--- config.mk ---
export PLATFORM = sky130hd
export DESIGN_NAME = ejecutor_ciclo_flat
export DESIGN_NICKNAME = d
export VERILOG_FILES = /design/src/rtl/ejecutor_ciclo_pkg.sv /design/src/rtl/ejecutor_ciclo_if.sv /design/src/rtl/ejecutor_ciclo_temporizador_fase.sv /design/src/rtl/ejecutor_ciclo.sv /design/src/flat_wrapper.sv
export SDC_FILE = /design/constraint.sdc
export NUM_CORES = 1
export LEC_CHECK = 0
export BUFFER_PORTS_ARGS = -buffer_cell sky130_fd_sc_hd__buf_2
export CORE_ASPECT_RATIO = 0.6
export CORE_MARGIN = 3
export CORE_UTILIZATION = 25
export CTS_CLUSTER_DIAMETER = 80
export CTS_CLUSTER_SIZE = 16
export DETAILED_ROUTE_END_ITERATION = 10
export HOLD_SLACK_MARGIN = 0.05
export RECOVER_POWER = 50
export SLEW_MARGIN = 25
export SYNTH_ARGS = -nofsm -noshare
export SYNTH_HDL_FRONTEND = slang
export SYNTH_SLANG_ARGS = --single-unit
--- constraint.sdc ---
create_clock -name clk -period 2.9 [get_ports clk]
set_input_delay 0.145 -clock clk [delete_from_list [all_inputs] [get_ports clk]]
set_output_delay 0.145 -clock clk [all_outputs]
set_load 0.05 [all_outputs]
--- src/rtl/ejecutor_ciclo_pkg.sv ---
// Shared definitions for the wash-cycle executor: phase encoding (matches the FASE port),
// operating modes and a helper that tells which phases are actively running.
package ejecutor_ciclo_pkg;

  typedef enum logic [2:0] {
    FASE_IDLE     = 3'd0,
    FASE_LLENADO  = 3'd1,
    FASE_LAVADO   = 3'd2,
    FASE_ENJUAGUE = 3'd3,
    FASE_CENTRIF  = 3'd4,
    FASE_SECADO   = 3'd5,
    FASE_FIN      = 3'd6
  } fase_e;

  typedef enum logic [1:0] {
    MODO_NINGUNO = 2'd0,
    MODO_NORMAL  = 2'd1,
    MODO_PESADO  = 2'd2,
    MODO_SEC     = 2'd3
  } modo_e;

  typedef struct packed {
    logic valvula_agua;
    logic motor_lavado;
    logic motor_centrif;
    logic calentador;
  } actuadores_t;

  localparam int NUM_CMD = 3;

  function automatic logic es_fase_activa(fase_e f);
    return (f == FASE_LLENADO) || (f == FASE_LAVADO) || (f == FASE_ENJUAGUE) ||
           (f == FASE_CENTRIF) || (f == FASE_SECADO);
  endfunction

endpackage

--- src/rtl/ejecutor_ciclo_if.sv ---
// Command/status bundle between the payment controller (master) and the cycle executor (slave),
// including the door sensor and the actuator drive lines.
interface ejecutor_ciclo_if;

  logic       SECADO;
  logic       LAVADO;
  logic       LAVADO_PESADO;
  logic       PUERTA_ABIERTA;
  logic       OCUPADO;
  logic       FIN;
  logic       ERROR_CMD;
  logic       PAUSA;
  logic       VALVULA_AGUA;
  logic       MOTOR_LAVADO;
  logic       MOTOR_CENTRIF;
  logic       CALENTADOR;
  logic [2:0] FASE;

  modport master (
    output SECADO, LAVADO, LAVADO_PESADO, PUERTA_ABIERTA,
    input  OCUPADO, FIN, ERROR_CMD, PAUSA, VALVULA_AGUA, MOTOR_LAVADO,
           MOTOR_CENTRIF, CALENTADOR, FASE
  );

  modport slave (
    input  SECADO, LAVADO, LAVADO_PESADO, PUERTA_ABIERTA,
    output OCUPADO, FIN, ERROR_CMD, PAUSA, VALVULA_AGUA, MOTOR_LAVADO,
           MOTOR_CENTRIF, CALENTADOR, FASE
  );

endinterface

--- src/rtl/ejecutor_ciclo_temporizador_fase.sv ---
// Phase down-counter: loads a start value, counts down to zero while enabled and
// holds there, so the owning FSM can leave the phase on the zero cycle.
module temporizador_fase #(
  parameter int CNT_W = 8
) (
  input  logic             clk,
  input  logic             reset,
  input  logic             load,
  input  logic [CNT_W-1:0] load_val,
  input  logic             enable,
  output logic             zero
);

  logic [CNT_W-1:0] cuenta;

  always_ff @(posedge clk) begin
    if (reset) begin
      cuenta <= '0;
    end else if (load) begin
      cuenta <= load_val;
    end else if (enable && (cuenta != '0)) begin
      cuenta <= cuenta - CNT_W'(1);
    end
  end

  assign zero = (cuenta == '0);

endmodule

--- src/rtl/ejecutor_ciclo.sv ---
// Wash-cycle executor: turns command rising edges into timed phase sequences and decodes
// the actuator outputs from the current phase, mode and door state.
module ejecutor_ciclo
  import ejecutor_ciclo_pkg::*;
#(
  parameter int CNT_W        = 8,
  parameter int T_LLENADO    = 8,
  parameter int T_LAVADO     = 16,
  parameter int T_LAVADO_PES = 32,
  parameter int T_ENJUAGUE   = 8,
  parameter int T_CENTRIF    = 8,
  parameter int T_SECADO     = 16
) (
  input  logic             clk,
  input  logic             reset,
  ejecutor_ciclo_if.slave  bus
);

  function automatic bit t_valido(int t);
    return (t >= 1) && (longint'(t) < (longint'(1) << CNT_W));
  endfunction

  if (!(t_valido(T_LLENADO) && t_valido(T_LAVADO) && t_valido(T_LAVADO_PES) &&
        t_valido(T_ENJUAGUE) && t_valido(T_CENTRIF) && t_valido(T_SECADO))) begin : g_t_invalido
    $error("ejecutor_ciclo: every phase length must satisfy 1 <= T < 2**CNT_W");
  end

  // Timer is loaded with T-1 so that the phase, which exits on the zero cycle, lasts exactly T.
  localparam logic [CNT_W-1:0] C_LLENADO    = CNT_W'(T_LLENADO - 1);
  localparam logic [CNT_W-1:0] C_LAVADO     = CNT_W'(T_LAVADO - 1);
  localparam logic [CNT_W-1:0] C_LAVADO_PES = CNT_W'(T_LAVADO_PES - 1);
  localparam logic [CNT_W-1:0] C_ENJUAGUE   = CNT_W'(T_ENJUAGUE - 1);
  localparam logic [CNT_W-1:0] C_CENTRIF    = CNT_W'(T_CENTRIF - 1);
  localparam logic [CNT_W-1:0] C_SECADO     = CNT_W'(T_SECADO - 1);

  fase_e              estado, estado_n;
  modo_e              modo, modo_n;
  logic               error_q, error_n;
  logic [NUM_CMD-1:0] cmd, cmd_q, flancos;
  logic               multi_flanco;
  logic               puerta;
  logic               activa;
  logic               carga;
  logic [CNT_W-1:0]   valor_carga;
  logic               cero;
  logic               avanza;
  actuadores_t        act;

  assign cmd          = {bus.LAVADO_PESADO, bus.LAVADO, bus.SECADO};
  assign flancos      = cmd & ~cmd_q;
  assign multi_flanco = (flancos[0] & flancos[1]) | (flancos[0] & flancos[2]) |
                        (flancos[1] & flancos[2]);
  assign puerta       = bus.PUERTA_ABIERTA;
  assign activa       = es_fase_activa(estado);
  assign avanza       = cero & ~puerta;

  // Edge history resets to 1 so a command level held through reset is not taken as a new request.
  always_ff @(posedge clk) begin
    if (reset) begin
      cmd_q   <= '1;
      estado  <= FASE_IDLE;
      modo    <= MODO_NINGUNO;
      error_q <= 1'b0;
    end else begin
      cmd_q   <= cmd;
      estado  <= estado_n;
      modo    <= modo_n;
      error_q <= error_n;
    end
  end

  temporizador_fase #(.CNT_W(CNT_W)) u_temporizador (
    .clk      (clk),
    .reset    (reset),
    .load     (carga),
    .load_val (valor_carga),
    .enable   (activa & ~puerta),
    .zero     (cero)
  );

  always_comb begin
    estado_n    = estado;
    modo_n      = modo;
    error_n     = 1'b0;
    carga       = 1'b0;
    valor_carga = '0;
    case (estado)
      FASE_IDLE: begin
        if (|flancos) begin
          if (multi_flanco || puerta) begin
            error_n = 1'b1;
          end else if (flancos[2]) begin
            estado_n    = FASE_LLENADO;
            modo_n      = MODO_PESADO;
            carga       = 1'b1;
            valor_carga = C_LLENADO;
          end else if (flancos[1]) begin
            estado_n    = FASE_LLENADO;
            modo_n      = MODO_NORMAL;
            carga       = 1'b1;
            valor_carga = C_LLENADO;
          end else begin
            estado_n    = FASE_SECADO;
            modo_n      = MODO_SEC;
            carga       = 1'b1;
            valor_carga = C_SECADO;
          end
        end
      end
      FASE_LLENADO: begin
        if (avanza) begin
          estado_n    = FASE_LAVADO;
          carga       = 1'b1;
          valor_carga = (modo == MODO_PESADO) ? C_LAVADO_PES : C_LAVADO;
        end
      end
      FASE_LAVADO: begin
        if (avanza) begin
          estado_n    = FASE_ENJUAGUE;
          carga       = 1'b1;
          valor_carga = C_ENJUAGUE;
        end
      end
      FASE_ENJUAGUE: begin
        if (avanza) begin
          estado_n    = FASE_CENTRIF;
          carga       = 1'b1;
          valor_carga = C_CENTRIF;
        end
      end
      FASE_CENTRIF, FASE_SECADO: begin
        if (avanza) begin
          estado_n = FASE_FIN;
        end
      end
      FASE_FIN: begin
        estado_n = FASE_IDLE;
        modo_n   = MODO_NINGUNO;
      end
      default: begin
        estado_n = FASE_IDLE;
        modo_n   = MODO_NINGUNO;
      end
    endcase
  end

  // An open door silences every actuator but leaves phase and busy status untouched.
  always_comb begin
    act = '0;
    if (!puerta) begin
      case (estado)
        FASE_LLENADO:  act.valvula_agua = 1'b1;
        FASE_LAVADO: begin
          act.motor_lavado = 1'b1;
          act.calentador   = (modo == MODO_PESADO);
        end
        FASE_ENJUAGUE: begin
          act.valvula_agua = 1'b1;
          act.motor_lavado = 1'b1;
        end
        FASE_CENTRIF:  act.motor_centrif = 1'b1;
        FASE_SECADO: begin
          act.motor_lavado = 1'b1;
          act.calentador   = 1'b1;
        end
        default:       act = '0;
      endcase
    end
  end

  assign bus.FASE          = estado;
  assign bus.OCUPADO       = activa;
  assign bus.FIN           = (estado == FASE_FIN);
  assign bus.ERROR_CMD     = error_q;
  assign bus.PAUSA         = activa & puerta;
  assign bus.VALVULA_AGUA  = act.valvula_agua;
  assign bus.MOTOR_LAVADO  = act.motor_lavado;
  assign bus.MOTOR_CENTRIF = act.motor_centrif;
  assign bus.CALENTADOR    = act.calentador;

endmodule

--- src/flat_wrapper.sv ---
// flat-port wrapper written by rule: the top's interface ports become plain ports
module ejecutor_ciclo_flat import ejecutor_ciclo_pkg::*;
#(
  parameter int CNT_W        = 8,
  parameter int T_LLENADO    = 8,
  parameter int T_LAVADO     = 16,
  parameter int T_LAVADO_PES = 32,
  parameter int T_ENJUAGUE   = 8,
  parameter int T_CENTRIF    = 8,
  parameter int T_SECADO     = 16
)
  (clk, reset, bus_SECADO, bus_LAVADO, bus_LAVADO_PESADO, bus_PUERTA_ABIERTA, bus_OCUPADO, bus_FIN, bus_ERROR_CMD, bus_PAUSA, bus_VALVULA_AGUA, bus_MOTOR_LAVADO, bus_MOTOR_CENTRIF, bus_CALENTADOR, bus_FASE);
  ejecutor_ciclo_if bus_i ();
  input  logic clk;
  input  logic reset;
  input wire logic [$bits(bus_i.SECADO)-1:0] bus_SECADO;
  input wire logic [$bits(bus_i.LAVADO)-1:0] bus_LAVADO;
  input wire logic [$bits(bus_i.LAVADO_PESADO)-1:0] bus_LAVADO_PESADO;
  input wire logic [$bits(bus_i.PUERTA_ABIERTA)-1:0] bus_PUERTA_ABIERTA;
  output wire logic [$bits(bus_i.OCUPADO)-1:0] bus_OCUPADO;
  output wire logic [$bits(bus_i.FIN)-1:0] bus_FIN;
  output wire logic [$bits(bus_i.ERROR_CMD)-1:0] bus_ERROR_CMD;
  output wire logic [$bits(bus_i.PAUSA)-1:0] bus_PAUSA;
  output wire logic [$bits(bus_i.VALVULA_AGUA)-1:0] bus_VALVULA_AGUA;
  output wire logic [$bits(bus_i.MOTOR_LAVADO)-1:0] bus_MOTOR_LAVADO;
  output wire logic [$bits(bus_i.MOTOR_CENTRIF)-1:0] bus_MOTOR_CENTRIF;
  output wire logic [$bits(bus_i.CALENTADOR)-1:0] bus_CALENTADOR;
  output wire logic [$bits(bus_i.FASE)-1:0] bus_FASE;
  assign bus_i.SECADO = bus_SECADO;
  assign bus_i.LAVADO = bus_LAVADO;
  assign bus_i.LAVADO_PESADO = bus_LAVADO_PESADO;
  assign bus_i.PUERTA_ABIERTA = bus_PUERTA_ABIERTA;
  assign bus_OCUPADO = bus_i.OCUPADO;
  assign bus_FIN = bus_i.FIN;
  assign bus_ERROR_CMD = bus_i.ERROR_CMD;
  assign bus_PAUSA = bus_i.PAUSA;
  assign bus_VALVULA_AGUA = bus_i.VALVULA_AGUA;
  assign bus_MOTOR_LAVADO = bus_i.MOTOR_LAVADO;
  assign bus_MOTOR_CENTRIF = bus_i.MOTOR_CENTRIF;
  assign bus_CALENTADOR = bus_i.CALENTADOR;
  assign bus_FASE = bus_i.FASE;
  ejecutor_ciclo #(.CNT_W(CNT_W), .T_LLENADO(T_LLENADO), .T_LAVADO(T_LAVADO), .T_LAVADO_PES(T_LAVADO_PES), .T_ENJUAGUE(T_ENJUAGUE), .T_CENTRIF(T_CENTRIF), .T_SECADO(T_SECADO)) u_core (.clk(clk), .reset(reset), .bus(bus_i));
endmodule
==> results of run 1 <==
==> sequential cells by signal, indices dropped and copies added (netlist names) <==
name / flops
u_core.u_temporizador.cuenta: 8
u_core.bus.FASE: 3
u_core.cmd_q: 3
u_core.modo: 2
u_core.bus.ERROR_CMD: 1
==> critical path: cells and delay by family (launching register included) <==
kind,cells,cell delay (ns)
buffers and inverters,1,0.24
AO/OA/AOI/OAI,1,0.15
adder cells (fa/ha/maj),1,0.34
AND/OR/NAND/NOR,2,0.56
flip-flops,1,0.65
==> area by class of cell <==
type | instances | area (um^2) | area share
Multi-Input combinational cell | 111 | 729 | 0.565
Clock buffer | 4 | 45.0 | 0.0349
Inverter | 9 | 33.8 | 0.0262
Tap cell | 60 | 75.1 | 0.0582
Timing Repair Buffer | 16 | 66.3 | 0.0514
Sequential cell | 17 | 340 | 0.264
==> cells by family after synthesis <==
kind of cell,count (synthesis),share of synthesized area
and+or+nand+nor,66,0.332
AOI/OAI and AO/OA,33,0.197
DFF,17,0.299
buffers and inverters,16,0.0594
xor gates and xnor gates,5,0.0385
adders and majority gates,5,0.0550
muxes,2,0.0187
==> per-layer routing <==
metal / part of all wire / routed length, um
met4: 0.017 / 48
met1: 0.59 / 1630
met5: 0 / 0
met3: 0.051 / 139
met2: 0.34 / 928
==> Yosys cell counts, types with 2 or more instances <==
master and instances:
a21oi_1 13, a31oi_1 2, and2_1 4, buf_2 2, clkbuf_1 3, dfxtp_1 17, ha_1 5, inv_1 9
nand2_1 10, nand2b_1 3, nand3_1 6, nand4_1 2, nand4b_1 2, nor2_1 11, nor2b_1 3, nor3_1 12
o2111ai_1 2, o21ai_0 5, o32ai_1 3, or2_2 4, or4_1 2, xnor2_1 2, xor2_1 3
==> power breakdown <==
group / internal [W] / total (W) / switching (W)
Sequential: 0.000297 / 0.000403 / 0.000106
Combinational: 0.000321 / 0.000951 / 0.000629
Clock: 0.0000975 / 0.000174 / 0.0000767
==> worst max-delay path by stage <==
stage / slack, ns / to / from
2_1_floorplan: 0.26 / bus_PAUSA / u_core.bus.FASE[2]
3_3_place_gp: 0.89 / u_core.bus.FASE[1] / u_core.u_temporizador.cuenta[0]
3_5_place_dp: 0.94 / u_core.modo[0] / u_core.bus.FASE[1]
4_1_cts: 0.92 / u_core.modo[0] / u_core.bus.FASE[1]
5_1_grt: 0.67 / u_core.u_temporizador.cuenta[5] / u_core.bus.FASE[2]
6_report: 0.87 / u_core.modo[0] / u_core.bus.FASE[1]
==> metrics by stage <==
step | instances | util | hold WS [ns]
2_1_floorplan | 144 | - | 0.252
3_3_place_gp | 213 | 0.297 | 0.346
3_5_place_dp | 213 | 0.297 | 0.351
4_1_cts | 217 | 0.308 | 0.0838
5_1_grt | 217 | 0.305 | 0.0882
6_report | 217 | 0.305 | 0.0901
==> results.ini, run 1 <==
[status]
run_status=complete, no violations

[logic_synthesis]
synth.cell_area_um2=1140
yosys_register_bits=17
number_of_distinct_library_cell_variants_in_the_gate_level_netlist_after_synthesis=42
post_synth_inst_count=144
synthDominantCellAreaShare=0.299
count_of_flip_flops_with_a_built_in_enable_after_synthesis=0
yosysWarningCount=0
synth-async-reset-ratio=0
portion_of_the_post_synthesis_area_used_by_sequential_elements=0.299
syn_nets=155
synth_area_leader_cell=dfxtp_1
postSynthAreaPerCell_um2=7.90
synthTopCellsByArea=dfxtp_1 30%, a21oi_1 5.7%, ha_1 5.5%, nor3_1 5.3%, nor2_1 3.6%
predominant_post_synthesis_flop_cell=dfxtp_1

[worst_setup_path]
critPathKind=reg -> reg
critical_path.cell_chain=inv_1, ha_1, nand2_1, or4_1, o32ai_1
crit-reg2reg-capture=u_core.modo[0]
critPathLaunchType=flop
rr_worst_depth=5
critPathMaxStageDelay_ns=0.65
timing.rr.start=u_core.bus.FASE[1]
worst-r2r-setup-slack_ns=0.87
worst_endpoint_required_time_ns=3.05
timing.critical_path.arrival_ns=2.18
slowest_stage=dfxtp_1
cp-end-kind=flop
crit_path_max_fanout=15

[cells_and_area]
layout.cells.most_common=dfxtp_1
antenna_cells=0
layout-area-overhead-vs-synth_pct=13.4
layout.filler_cells=470
final_layout_size_suffix_gt1_frac=0.127
final_cell_mix=17 x dfxtp_1, 13 x a21oi_1, 12 x nor3_1, 12 x clkbuf_1, 11 x nor2_1
layout.nets=169
design_area_um2=1290

[worst_hold_path]
whs_endpoint=u_core.cmd_q[2]
hold-path-cell-count=2
tightest_hold_check_type=in -> reg
hold_path.startpoint=bus_LAVADO_PESADO

[job]
max_cap_viol_count=0

[detailed_routing]
drc=0
vias=1019
drtPass1Iterations=4
route.detailed.vias_per_inst=4.70
detail_route.iter0.violations=51
detail_route.wirelength_um=2750
drt.antenna.violating_nets=0
wl_per_cell_um=12.7

[die]
chipWidth_um=93.1
dieArea_um2=5420
height_of_the_chip_um=58.2
start_util=0.269
core_area_um2=4230
fp-row-count=18
ioPinCount=17

[global_route]
grt_util_met3=0.0376
grt_max_degree=21
overflow=0
grt_util_met1=0.172
globalRouteTotalUtil=0.109
top_usage_layer=met1
grt_pass1_wl_um=4600
grt_antenna_before_repair=0
grt.met2_usage=0.128
first_global_vias=891

[timing]
final_min_period_over_clock_period=0.701
worst_slew_margin_rel=0.445
worst_clock_skew_ns=0.00418
fmaxAchievable_mhz=492
finalCriticalPeriod_ns=2.03
final_critical_path_setup_slack_ns=0.866
finalMaxSlewViolations=0
finalSetupViolations=0
final_layout_setup_total_negative_slack_ns=0
rsz0062_at_grt=no
final-hold-violation-count=0
tightest_slew_ns=0.832

[clock_network]
postCtsResizedCells=0
cts.clk_slew.worst_paths_ns=0.06
tritoncts_clock_tree=yes
htreeDepth=1
post_cts_buffers=0
ctsLongestPathBuffers=2
cts_root_buffer=clkbuf_8
worstSkewPairLatency_ns=0.25
number_of_clock_sinks=17
post_cts_hold_buffer_count=0
cts_made_buffers=3

[placement]
placedInstanceArea_um2=1260
pre_cts_ws_ns=0.936
gp_congestion=0.862
port-buffer-count=16
hpwlAfterDp_um=2090

[power_and_ir_drop]
cellLeakagePower_nw=0.476
total_power_w=0.00153
max-vdd-ir-drop_mv=0.251
power-per-cell-area_nw_per_um2=1180

(Power assumes the default switching activity.)
==> inputs of run 2 (changes only) <==
clock period = 1.8 ns   (was 2.9 ns; I/O delays follow)
==> run 2 against run 1 <==
Sequential power is 60% higher. Worst hold slack better by 0.14 ns. Routed wire length is 5.0% higher. Power is 85% higher. Utilization is 4.4 points higher. Global-route usage is 0.37 points higher. Clock skew is 0.0016 ns lower. Clock power is 67% higher. Via count is 5.8% higher. Critical path type unchanged.
==> results.ini, run 2 (synthesis gave the netlist of run 1 again) <==
[cells_and_area]
layout.nets=183  ; +8.3%
final_layout_size_suffix_gt1_frac=0.287  ; +0.159
final_cell_mix=13 x dfxtp_1, 11 x nor2_1, 11 x buf_4
layout.cells.most_common=dfxtp_1
regMostFlops=u_core.u_temporizador.cuenta
largest_register_ff_count=8  ; unchanged
antenna_cells=0  ; unchanged
layout-area-overhead-vs-synth_pct=29.8

[worst_setup_path]
path_buf_inv=1  ; unchanged
crit_cells=7  ; +2
critical_path.cell_chain=inv_1, ha_2, nor4b_4, nand2_4, o22ai_4, a21bo_4, o41ai_4
critical-path-top-delay-family=compound AO/OA/AOI/OAI gates
critPathMaxStageDelay_ns=0.33  ; -0.32 ns
critPathLaunchType=flop
crit_path_max_fanout=4  ; -11
critPathKind=reg -> reg
timing.critical_path.arrival_ns=1.88  ; -0.30 ns
timing.rr.start=u_core.u_temporizador.cuenta[1]
slowest_stage=dfxtp_2
worst-r2r-setup-slack_ns=0.08  ; -0.79 ns
rr_worst_depth=7  ; +2
cp-end-kind=flop
worst_endpoint_required_time_ns=1.96  ; -1.09 ns
crit-reg2reg-capture=u_core.bus.FASE[1]

[clock_network]
post_cts_buffers=0  ; unchanged
tritoncts_clock_tree=yes
htreeDepth=1  ; unchanged
cts_made_buffers=3  ; unchanged
ctsLongestPathBuffers=2  ; unchanged
number_of_clock_sinks=17  ; unchanged
worstSkewPairLatency_ns=0.26  ; about the same
cts.clk_slew.worst_paths_ns=0.07  ; about the same
cts_root_buffer=clkbuf_8

[die]
height_of_the_chip_um=58.2  ; unchanged
fp-row-count=18  ; unchanged
chipWidth_um=93.1  ; unchanged
core_area_um2=4230  ; unchanged
ioPinCount=17  ; unchanged
start_util=0.269  ; unchanged
dieArea_um2=5420  ; unchanged

[job]
max_cap_viol_count=0  ; unchanged

[timing]
worst_slew_margin_rel=0.600  ; +0.155
finalMaxSlewViolations=0  ; unchanged
worst_clock_skew_ns=0.00259  ; -0.00159 ns
finalSetupViolations=0  ; unchanged
final-hold-violation-count=0  ; unchanged
final_min_period_over_clock_period=0.957  ; +0.255
tightest_slew_ns=0.602  ; -0.230 ns
final_layout_setup_total_negative_slack_ns=0  ; unchanged
finalCriticalPeriod_ns=1.72  ; -0.312 ns
fmaxAchievable_mhz=581  ; +18%
rsz0062_at_grt=yes

[detailed_routing]
detail_route.wirelength_um=2890  ; +5.0%
detail_route.iter0.violations=108  ; +110%
route.detailed.vias_per_inst=4.67  ; -0.62%
drtPass1Iterations=4  ; unchanged
drc=0  ; unchanged
wl_per_cell_um=12.5  ; -1.3%
vias=1078  ; +5.8%
drt.antenna.violating_nets=0  ; unchanged

[status]
run_status=complete, no violations

[worst_hold_path]
tightest_hold_check_type=in -> reg
hold-path-cell-count=2  ; unchanged
hold_path.startpoint=reset
whs_endpoint=u_core.u_temporizador.cuenta[3]

[global_route]
first_global_vias=926  ; +3.9%
grt_pass1_wl_um=4770  ; +3.9%
grt_max_degree=21  ; unchanged
overflow=0  ; unchanged
grt_antenna_before_repair=0  ; unchanged
globalRouteTotalUtil=0.113  ; +0.00372

[power_and_ir_drop]
total_power_w=0.00282  ; +85%
cellLeakagePower_nw=0.566  ; +19%
max-vdd-ir-drop_mv=0.594  ; +140%
power-per-cell-area_nw_per_um2=1910  ; +61%

[placement]
hpwlAfterDp_um=2260  ; +8.3%
gp_congestion=0.857  ; -0.59%
port-buffer-count=16  ; unchanged

-- run 2: cell count changes in the layout (fill, tap and decap cells not counted), sizes merged --
cell,previous run,this run
clkbuf,15,14
clkinv,0,1
buf,5,16
dlygate4sd3,0,3
-- run 2: timing repair --
action,in CTS,in global routing
resized for setup,0,10
endpoints found under the setup margin,0,13
endpoints found under the hold margin,3,0
hold buffers,3,0
-- run 2: final cells by class --
class / count / area (um^2)
fill: 472 / 2760
multi-input combinational: 111 / 792
sequential: 17 / 348
timing repair buffer: 30 / 181
tap: 60 / 75.1
clock buffer: 3 / 41.3
inverter: 9 / 33.8
clock inverter: 1 / 5.00
-- run 2: stage by stage --
step	area [um^2]	setup slack, ns	hold WS (ns)	cells	util
after floorplan	1160	-0.210	0.197	144	-
after global placement	1370	0.0949	0.292	224	0.322
after detailed placement	1370	0.0491	0.294	224	0.322
after CTS	1440	0.0212	0.204	231	0.340
after global routing	1480	-0.0711	0.256	231	0.349
final	1480	0.0782	0.226	231	0.349
-- run 2: how the worst max path moves through the flow --
| stage | from | endpoint | slack, ns |
|---|---|---|---|
| floorplan | u_core.bus.FASE[0] | bus_VALVULA_AGUA | -0.21 |
| global placement | u_core.u_temporizador.cuenta[1] | u_core.bus.FASE[1] | 0.09 |
| detailed placement | u_core.u_temporizador.cuenta[1] | u_core.bus.FASE[1] | 0.05 |
| CTS | u_core.u_temporizador.cuenta[1] | u_core.bus.FASE[1] | 0.02 |
| global route | u_core.u_temporizador.cuenta[1] | u_core.bus.FASE[1] | -0.07 |
| finish | u_core.u_temporizador.cuenta[1] | u_core.bus.FASE[1] | 0.08 |
-- run 2: report_power, final --
group	leakage [nW]	switching [W]	total, W	internal, W
Sequential	0.141	0.000154	0.000645	0.000490
Clock	0.0255	0.000136	0.000290	0.000154
Combinational	0.399	0.00113	0.00189	0.000758
Total	0.566	0.00142	0.00282	0.00140
-- run 2: layer usage --
metal / global-route usage / wire (um) / part of all wire / up-vias
li1: - / - / - / 573
met1: 0.196 / 1680 / 0.58 / 473
met2: 0.111 / 932 / 0.32 / 32
met3: 0.0441 / 270 / 0.094 / 0
met4: 0.0313 / 0 / 0 / 0
met5: 0 / 0 / 0 / -
==> inputs of run 3 (changes only) <==
RECOVER_POWER = 25   (was 50)
==> run 3 against run 2 <==
Sequential cell count is the same. Sequential power is essentially flat. Clock skew is essentially flat. Clock power about the same. Global-route usage stayed put. Sequential share of layout area decreased by 0.060 points. Combinational power hardly changed.
==> results.ini, run 3 (synthesis gave the netlist of run 1 again) <==
[clock_network]
worstSkewPairLatency_ns=0.26  ; about the same
cts_made_buffers=3  ; unchanged
htreeDepth=1  ; unchanged
ctsLongestPathBuffers=2  ; unchanged
cts.clk_slew.worst_paths_ns=0.07  ; about the same
tritoncts_clock_tree=yes
cts_root_buffer=clkbuf_8
post_cts_buffers=0  ; unchanged
number_of_clock_sinks=17  ; unchanged

[timing]
final_min_period_over_clock_period=0.957  ; about the same
finalSetupViolations=0  ; unchanged
final-hold-violation-count=0  ; unchanged
finalCriticalPeriod_ns=1.72  ; +0.00146 ns
fmaxAchievable_mhz=580  ; about the same
worst_slew_margin_rel=0.603  ; +0.00256
tightest_slew_ns=0.598  ; -0.00386 ns
whs_ns=0.224  ; -0.00183 ns
rsz0062_at_grt=yes
finalMaxSlewViolations=0  ; unchanged
worst_clock_skew_ns=0.00298  ; +0.000396 ns

[worst_setup_path]
setup_crit_start=u_core.u_temporizador.cuenta[1]
crit-reg2reg-capture=u_core.bus.FASE[1]
critPathKind=reg -> reg
worst-r2r-setup-slack_ns=0.08  ; about the same
critPathLaunchType=flop
worst_endpoint_required_time_ns=1.96  ; about the same
timing.rr.start=u_core.u_temporizador.cuenta[1]
rr_worst_depth=7  ; unchanged
cp-end-kind=flop
timing.critical_path.arrival_ns=1.88  ; about the same
crit_path_max_fanout=4  ; unchanged

[detailed_routing]
drt.antenna.violating_nets=0  ; unchanged
detail_route.iter0.violations=78  ; -28%
wl_per_cell_um=12.5  ; +0.28%
route.detailed.vias_per_inst=4.73  ; +1.4%
vias=1093  ; +1.4%
drtPass1Iterations=4  ; unchanged
detail_route.wirelength_um=2890  ; +0.28%
drc=0  ; unchanged

[power_and_ir_drop]
total_power_w=0.00284  ; +0.44%
max-vdd-ir-drop_mv=0.592  ; -0.39%
cellLeakagePower_nw=0.579  ; +2.4%
power-per-cell-area_nw_per_um2=1920  ; +0.18%

[placement]
gp_congestion=0.857  ; unchanged
port-buffer-count=16  ; unchanged
hpwlAfterDp_um=2260  ; unchanged
placedInstanceArea_um2=1370  ; unchanged
dp_cells=224  ; unchanged

[cells_and_area]
layout.filler_cells=474  ; +0.42%
multi_input_area_um2=792  ; unchanged
largest_register_ff_count=8  ; unchanged
final_cell_mix=13 x dfxtp_1, 11 x nor2_1, 11 x buf_4
stdcell_count=231  ; unchanged
regMostFlops=u_core.u_temporizador.cuenta
layout.nets=183  ; unchanged
core_occupancy_in_the_finished_layout=0.350  ; +0.000886
layout-area-overhead-vs-synth_pct=30.1
design_area_um2=1480  ; +0.25%
seq_area_um2=348  ; unchanged
layout.cells.most_common=dfxtp_1
final_layout_size_suffix_gt1_frac=0.304  ; +0.0175
antenna_cells=0  ; unchanged

[die]
dieArea_um2=5420  ; unchanged
chipWidth_um=93.1  ; unchanged
height_of_the_chip_um=58.2  ; unchanged
fp-row-count=18  ; unchanged
ioPinCount=17  ; unchanged
core_area_um2=4230  ; unchanged
start_util=0.269  ; unchanged

[global_route]
grt_util_met1=0.196  ; unchanged
first_global_vias=926  ; unchanged
globalRouteTotalUtil=0.113  ; unchanged
overflow=0  ; unchanged
grt_util_met3=0.0441  ; unchanged
top_usage_layer=met1
grt.met2_usage=0.111  ; unchanged
grt_max_degree=21  ; unchanged
grt_pass1_wl_um=4770  ; unchanged
grt_antenna_before_repair=0  ; unchanged

[job]
max_cap_viol_count=0  ; unchanged

[worst_hold_path]
hold_path.startpoint=reset
whs_endpoint=u_core.u_temporizador.cuenta[3]
hold-path-cell-count=2  ; unchanged
tightest_hold_check_type=in -> reg

[status]
run_status=complete, no violations

## run 3: cell count changes in the layout (fill, tap and decap cells not counted)
cell / change
clkbuf_1: -3
clkbuf_2: -2
buf_2: +5
## run 3: worst max-delay path: stages, from the launching register on
cell and delay (ns):
dfxtp_2 0.33, inv_1 0.07, ha_2 0.18, nor4b_4 0.33, nand2_4 0.10, o22ai_4 0.18, a21bo_4 0.26, o41ai_4 0.18
## run 3: cell type report
cell class              instances  area share
clock buffers                   3      0.0279
flip-flops and latches         17       0.235
multi-input cells             111       0.535
inverters                       9      0.0228
repair buffers                 30       0.125
clock inverters                 1     0.00338
well taps                      60      0.0507
## run 3: metrics by stage
step,setup WS [ns],setup TNS [ns]
CTS,0.0212,0
floorplan,-0.210,-0.378
global route,-0.0711,-0.219
detailed placement,0.0491,0
finish,0.0768,0
global placement,0.0949,0
## run 3: routing by layer
layer	share of wire	wire [um]
met5	0	0
met4	0.00069	2
met3	0.10	291
met2	0.33	941
met1	0.57	1660
## run 3: worst max-delay path by stage
stage                         end  slack [ns]  depth (start not counted)
2_1_floorplan    bus_VALVULA_AGUA       -0.21                          3
3_3_place_gp   u_core.bus.FASE[1]        0.09                          7
3_5_place_dp   u_core.bus.FASE[1]        0.05                          7
4_1_cts        u_core.bus.FASE[1]        0.02                          7
5_1_grt        u_core.bus.FASE[1]       -0.07                          7
6_report       u_core.bus.FASE[1]        0.08                          7
## run 3: repair_timing
| item | in CTS | in global routing |
|---|---|---|
| endpoints found under the hold margin | 3 | 0 |
| endpoints found under the setup margin | 0 | 13 |
| hold buffers | 3 | 0 |
| gates resized for setup | 0 | 10 |
## run 3: where the power goes
part / internal (W) / switching (W)
Sequential: 0.000490 / 0.000157
Clock: 0.000154 / 0.000137
Combinational: 0.000769 / 0.00113
